[config.mk]
export PLATFORM = sky130hd
export DESIGN_NAME = gb_cpu_scheduler
export DESIGN_NICKNAME = d
export VERILOG_FILES = /design/src/rtl/gb_cpu_common_pkg.sv /design/src/rtl/gb_cpu_scheduler.sv
export SDC_FILE = /design/constraint.sdc
export NUM_CORES = 1
export LEC_CHECK = 0
export CAP_MARGIN = 20
export CORE_AREA = 4 4 179 181
export CTS_CLUSTER_SIZE = 12
export DETAILED_ROUTE_END_ITERATION = 10
export DIE_AREA = 0 0 183 185
export GPL_TIMING_DRIVEN = 0
export PLACE_DENSITY = 0.61
export SLEW_MARGIN = 20
export SYNTH_ARGS = -nofsm -noshare
export SYNTH_HDL_FRONTEND = slang
export SYNTH_SLANG_ARGS = --single-unit
[constraint.sdc]
create_clock -name clk -period 3.27 [get_ports clk]
set_clock_uncertainty 0.2 [all_clocks]
set_input_delay 0.654 -clock clk [delete_from_list [all_inputs] [get_ports clk]]
set_output_delay 0.654 -clock clk [all_outputs]
set_load 0.02 [all_outputs]
[src/rtl/gb_cpu_common_pkg.sv]
`default_nettype none
// +--------------------------------------------------------------------------+
// | gb_cpu_common_pkg : types and constants shared by the CPU control path   |
// | Revision 1.0                                                             |
// +--------------------------------------------------------------------------+
package gb_cpu_common_pkg;

    localparam logic [2:0] C_MAX_M_CYCLE = 3'd5;

    typedef enum logic [3:0] {
        REG_B, REG_C, REG_D, REG_E, REG_H, REG_L, REG_A, REG_F,
        REG_W, REG_Z, REG_SPH, REG_SPL, REG_PCH, REG_PCL, REG_IR, REG_NONE8
    } regfile_r8_t;

    typedef enum logic [7:0] {
        REG_BC, REG_DE, REG_HL, REG_AF, REG_SP, REG_PC, REG_WZ, REG_NONE16
    } regfile_r16_t;

    typedef enum logic [1:0] {
        ADDR_BUS_REG8, ADDR_BUS_REG16, ADDR_BUS_HIGH_PAGE, ADDR_BUS_NONE
    } addr_bus_source_t;

    typedef enum logic [1:0] {
        IDU_INC, IDU_DEC, IDU_PASS, IDU_NOP
    } idu_opcode_t;

    typedef enum logic [4:0] {
        ALU_NOP, ADD, ADC, SUB, SBC, AND, XOR, OR, CP, INC, DEC,
        RLCA, RRCA, RLA, RRA, RLC, RRC, RL, RR, SLA, SRA, SWAP, SRL,
        DAA, CPL, SCF, CCF, BIT, RES, SET
    } alu_opcode_t;

    typedef struct packed {
        addr_bus_source_t addr_bus_source;
        regfile_r8_t      addr_bus_source_r8;
        regfile_r16_t     addr_bus_source_r16;
        regfile_r8_t      data_bus_i_destination;
        regfile_r8_t      data_bus_o_source;
        logic             drive_data_bus;
        idu_opcode_t      idu_opcode;
        regfile_r16_t     idu_operand;
        regfile_r16_t     idu_destination;
        logic             idu_wren;
        alu_opcode_t      alu_opcode;
        regfile_r8_t      alu_operand_a_register;
        regfile_r8_t      alu_operand_b_register;
        logic             alu_inc_dec;
        regfile_r8_t      alu_destination;
        logic             alu_wren;
        logic             enable_interrupts;
        logic             disable_interrupts;
        logic             rst_cmd;
        logic             cc_check;
    } control_signals_t;

    typedef struct packed {
        logic [2:0]                  m_cycles;
        logic                        cb_prefix_next;
        control_signals_t [0:5]      instruction_controls;
    } schedule_t;

    // Indices above the last table slot yield an all-zero control word.
    function automatic control_signals_t control_at(schedule_t s, logic [2:0] idx);
        control_signals_t c;
        case (idx)
            3'd0:    c = s.instruction_controls[0];
            3'd1:    c = s.instruction_controls[1];
            3'd2:    c = s.instruction_controls[2];
            3'd3:    c = s.instruction_controls[3];
            3'd4:    c = s.instruction_controls[4];
            3'd5:    c = s.instruction_controls[5];
            default: c = '0;
        endcase
        return c;
    endfunction

endpackage
`default_nettype wire

[src/rtl/gb_cpu_scheduler.sv]
`default_nettype none
// +--------------------------------------------------------------------------+
// | gb_cpu_scheduler : M-cycle sequencer selecting the next control word     |
// | Revision 1.0                                                             |
// +--------------------------------------------------------------------------+
module gb_cpu_scheduler
    import gb_cpu_common_pkg::*;
(
    input  logic             clk,
    input  logic             reset,
    input  schedule_t        schedule,
    input  logic [2:0]       curr_m_cycle,
    input  logic             cond_not_met,
    output control_signals_t control_next,
    output logic [2:0]       next_m_cycle,
    output logic             cb_prefix_o
);

    logic [7:0] w_cc_vec;
    logic       w_early_end;
    logic       w_last;
    logic [2:0] next_m_cycle_d;
    logic [2:0] next_m_cycle_q;
    logic       cb_prefix_d;
    logic       cb_prefix_q;

    always_comb begin
        w_cc_vec = 8'd0;
        for (int i = 0; i < 6; i++) begin
            w_cc_vec[i] = schedule.instruction_controls[i].cc_check;
        end

        w_early_end = cond_not_met & w_cc_vec[curr_m_cycle];
        w_last      = (curr_m_cycle >= schedule.m_cycles) | w_early_end;

        next_m_cycle_d = w_last ? 3'd0 : curr_m_cycle + 3'd1;
        if (next_m_cycle_d > C_MAX_M_CYCLE) begin
            next_m_cycle_d = 3'd0;
        end

        // An aborted conditional instruction never carries a CB prefix forward.
        cb_prefix_d = cb_prefix_q;
        if (w_early_end) begin
            cb_prefix_d = 1'b0;
        end else if (w_last) begin
            cb_prefix_d = schedule.cb_prefix_next;
        end

        control_next = control_at(schedule, next_m_cycle_d);
    end

    always_ff @(posedge clk or posedge reset) begin
        if (reset) begin
            next_m_cycle_q <= 3'd0;
            cb_prefix_q    <= 1'b0;
        end else begin
            next_m_cycle_q <= next_m_cycle_d;
            cb_prefix_q    <= cb_prefix_d;
        end
    end

    assign next_m_cycle = next_m_cycle_q;
    assign cb_prefix_o  = cb_prefix_q;

endmodule
`default_nettype wire

==> metrics.md <==
| Metric | Value |
|---|---|
| Max Fanout on Critical Path | 7 |
| Die area | roughly 0.034 mm2 |
| Htree depth | 1 |
| 1st-iter DRT viols | about 550 |
| Reg clk slew, reported paths | roughly 0.03 ns |
| Number of synthesized register bits | 4 |
| Startpoint types | input pin |
| Global-route wire length before repair | ~64 mm |
| Area growth syn-to-layout | 159% |
| Crit path time final | around 3.5 ns |
| Horiz. Die Dim | between 150 and 200 um |
| Violated checks | setup timing |
| Kind of critical path | input pin to output port |
| Synth area leaders | mux2i_1, nand4_1, o2111ai_1, nand3_1, a221oi_1 |
| Layout cells sized above 1 | between 30% and 40% |
| Post-Layout Cell Count | about 1700 |
| Status | complete, but fails checks |
| Die H | around 190 um |
| Maximum vdd drop | between 100 and 150 uV |
| Yosys top cell area share | around 16% |
| Hold Crit Class | flop to flop |
| Cell count after synthesis | around 800 |
| Max-cap violations | 0 |
| Fill cells | roughly 3000 |
| Leak | 5.15 nW |
| CTS Buf Count | 3 |
| Vias in the first global route | slightly below 10000 |
| Initial Utilization | between 10% and 20% |
| Skew-Pair Late Insertion Delay | 0.23 ns |
| Final WS setup | -0.234 ns |
| Hold Fails Final Rpt | 0 |
| Final ANT Viol Nets | 0 |
| PwrDens | 236 mW/mm2 |
| I/O Buffers | 468 |
| # rows | 64 |
| Mapped Nets | between 1000 and 1500 |
| Synthesized cell area | ~0.0053 mm2 |
| WL final | approximately 48 mm |
| Post-Place Cells | 1665 |
| Initial antenna violation count | 5 |
| Clock Root Buffer | clkbuf_16 |
| CP Launch Point | curr_m_cycle[0] |
| Clk sink count | 4 |
| Synth cell types | 41 |
| Overflow after GRT | 0 |
| Max clock buf depth | 2 |
| Actual transition at the worst max-transition pin | 0.634 ns |
| Setup Viol. Count Final | between 60 and 70 |
| Hold path start | cb_prefix_o |
| Setup Slack @ Placement | -2.44 ns |
| Sequential element share of the synthesized area | 1.89% |
| Yosys Warn Count | 0 |
| Total power | roughly 3.2 mW |
| DR vias/cell | 5.52 |
| DRT Pass-1 Iters | 5 |
| Unrepaired setup endpoints after global routing | yes |
| Final worst-path cycle share | 107% |
| Crit path capture type | output port |
| IO Pins | 469 |
| Final #Nets | roughly 1700 |
| Remaining DRCs | 0 |
| Wire per inst | around 28 um |
| Gr usage total | approximately a quarter |
| Post-cts hold buffer count | 0 |
| Post-DP HPWL | around 36 mm |
| Largest area contributor in the netlist | mux2i_1 |
| Hold WS | between 0.4 and 0.5 ns |
| TritonCTS clock tree | built |
| Global placement routability congestion | 0.917 |
| Core region area | 0.0304 mm2 |
| Origin of the critical flop-to-flop path | cb_prefix_o |
| Total number of vias | between 9000 and 10000 |
| Slew Limit Fails | 0 |
| Post-route setup TNS | -9.99 ns |
| Avg Synthesized Cell Area | 6.63 um2 |
| Largest net degree at the start of global routing | 11 |
| Critical Path RT | around 2.4 ns |
| Worst EP arrival | 2.65 ns |
| Max Freq | roughly 0.29 GHz |
| Slew HR | 57.8% |
==> power by group <==
part | switching, mW | total (mW) | internal [mW]
clock | 0.0359 | 0.192 | 0.156
sequential | 0.00244 | 0.0577 | 0.0552
combinational | 1.42 | 2.99 | 1.57
==> Yosys cell counts (all sizes together) <==
cell type and n:
a2111oi 19, a211oi 1, a21oi 2, a221oi 45, a2bb2oi 1, a31o 1, and2 1, and3 1
and3b 1, buf 40, clkbuf 89, dfrtp 4, ha 4, inv 69, mux2 2, mux2i 87
nand2 3, nand2b 1, nand3 111, nand3b 1, nand4 130, nor2 2, nor2b 1, nor3 66
nor3b 1, nor4 1, o2111ai 64, o21a 1, o21ai 2, o2bb2ai 1, o311ai 1, o41ai 1
or3b 45, xnor2 1, xor2 1
==> routing by layer <==
layer  wire length (um)  vias to the layer above  share of wire [%]  GRT usage, %
li1                   -                     4293                  -             -
met1              18600                     4601                 39          30.4
met2              24000                      544                 50          45.1
met3               3820                       64                8.0          4.97
met4               1110                        8                2.3          6.20
met5                 54                        -               0.11             0
==> layout by cell type (no fill, tap or decap), types with 3 or more instances in the layout <==
cell             count
or3b_4               8
a2111oi_0            3
dlygate4sd2_1        9
nand4_1            130
clkdlybuf4s50_1    390
ha_4                 3
clkbuf_2            31
buf_12              14
clkbuf_1             6
nand3_4              3
buf_16               3
nor3_1              65
clkbuf_4             9
dfrtp_1              4
clkbuf_8            25
a221oi_2            32
buf_6               76
o2111ai_4           36
a221oi_1            10
clkbuf_16           31
o2111ai_2           26
mux2i_1             85
or3b_2              37
buf_8                6
buf_2               16
nand3_2             20
a221oi_4             3
a2111oi_1            5
buf_4               37
nand3_1             88
inv_1               66
a2111oi_2           10
==> final timing paths <==
check	cells past startpoint	slack (ns)	end
setup reg to reg	2	2.38	cb_prefix_o
min in group asynchronous	2	0.43	cb_prefix_o
max in group asynchronous	2	2.29	next_m_cycle[0]
hold / removal	2	0.40	cb_prefix_o
setup / recovery	13	-0.23	control_next[45]
hold reg to reg	2	0.40	cb_prefix_o
==> kinds of logic (layout without fill, tap and decap cells) <==
logic type                 after synthesis  in the layout  synth area share (%)
xor gates and xnor gates                 2              2                 0.330
other                                    0              1                     0
DFF                                      4              4                  1.89
and+or+nand+nor                        365            365                  41.3
muxes                                   89             89                  16.9
adders and majority gates                4              4                 0.943
buffers and inverters                  198            723                  15.6
AOI/OAI and AO/OA                      139            139                  23.1
==> registers in the layout (all words and copies together) (netlist names) <==
register and cells:
cb_prefix_o 1, next_m_cycle 3
==> stage by stage <==
step / utilization (%) / area, um2
2_1_floorplan: - / 5450
3_3_place_gp: 34.9 / 10600
3_5_place_dp: 34.9 / 10600
4_1_cts: 41.9 / 12700
5_1_grt: 45.1 / 13700
6_report: 45.1 / 13700
==> final cells by class <==
| type | count | area (um2) | area share, % |
|---|---|---|---|
| tap | 396 | 495 | 3.61 |
| buffer | 128 | 1460 | 10.6 |
| sequential | 4 | 100 | 0.729 |
| multi-input combinational | 599 | 5830 | 42.5 |
| antenna | 1 | 2.50 | 0.0182 |
| timing repair buffer | 523 | 5490 | 40.0 |
| inverter | 69 | 275 | 2.00 |
| clock buffer | 3 | 75.1 | 0.547 |
==> worst max-delay path: stages <==
cell       delay (ns)
buf_12           0.11
buf_12           0.13
buf_12           0.13
clkinv_8         0.04
ha_4             0.19
nor2b_4          0.15
o21a_4           0.16
clkbuf_16        0.16
clkbuf_16        0.19
clkbuf_16        0.16
nand4_1          0.21
o2111ai_2        0.17
buf_6            0.16
==> what timing repair did <==
action	in CTS	in global routing
endpoints found under the setup margin	68	65
endpoints found under the hold margin	0	0
resized for setup	752	142
cloned	15	7
buffers inserted	31	6
pin swaps	63	39
(Power assumes the default switching activity.)
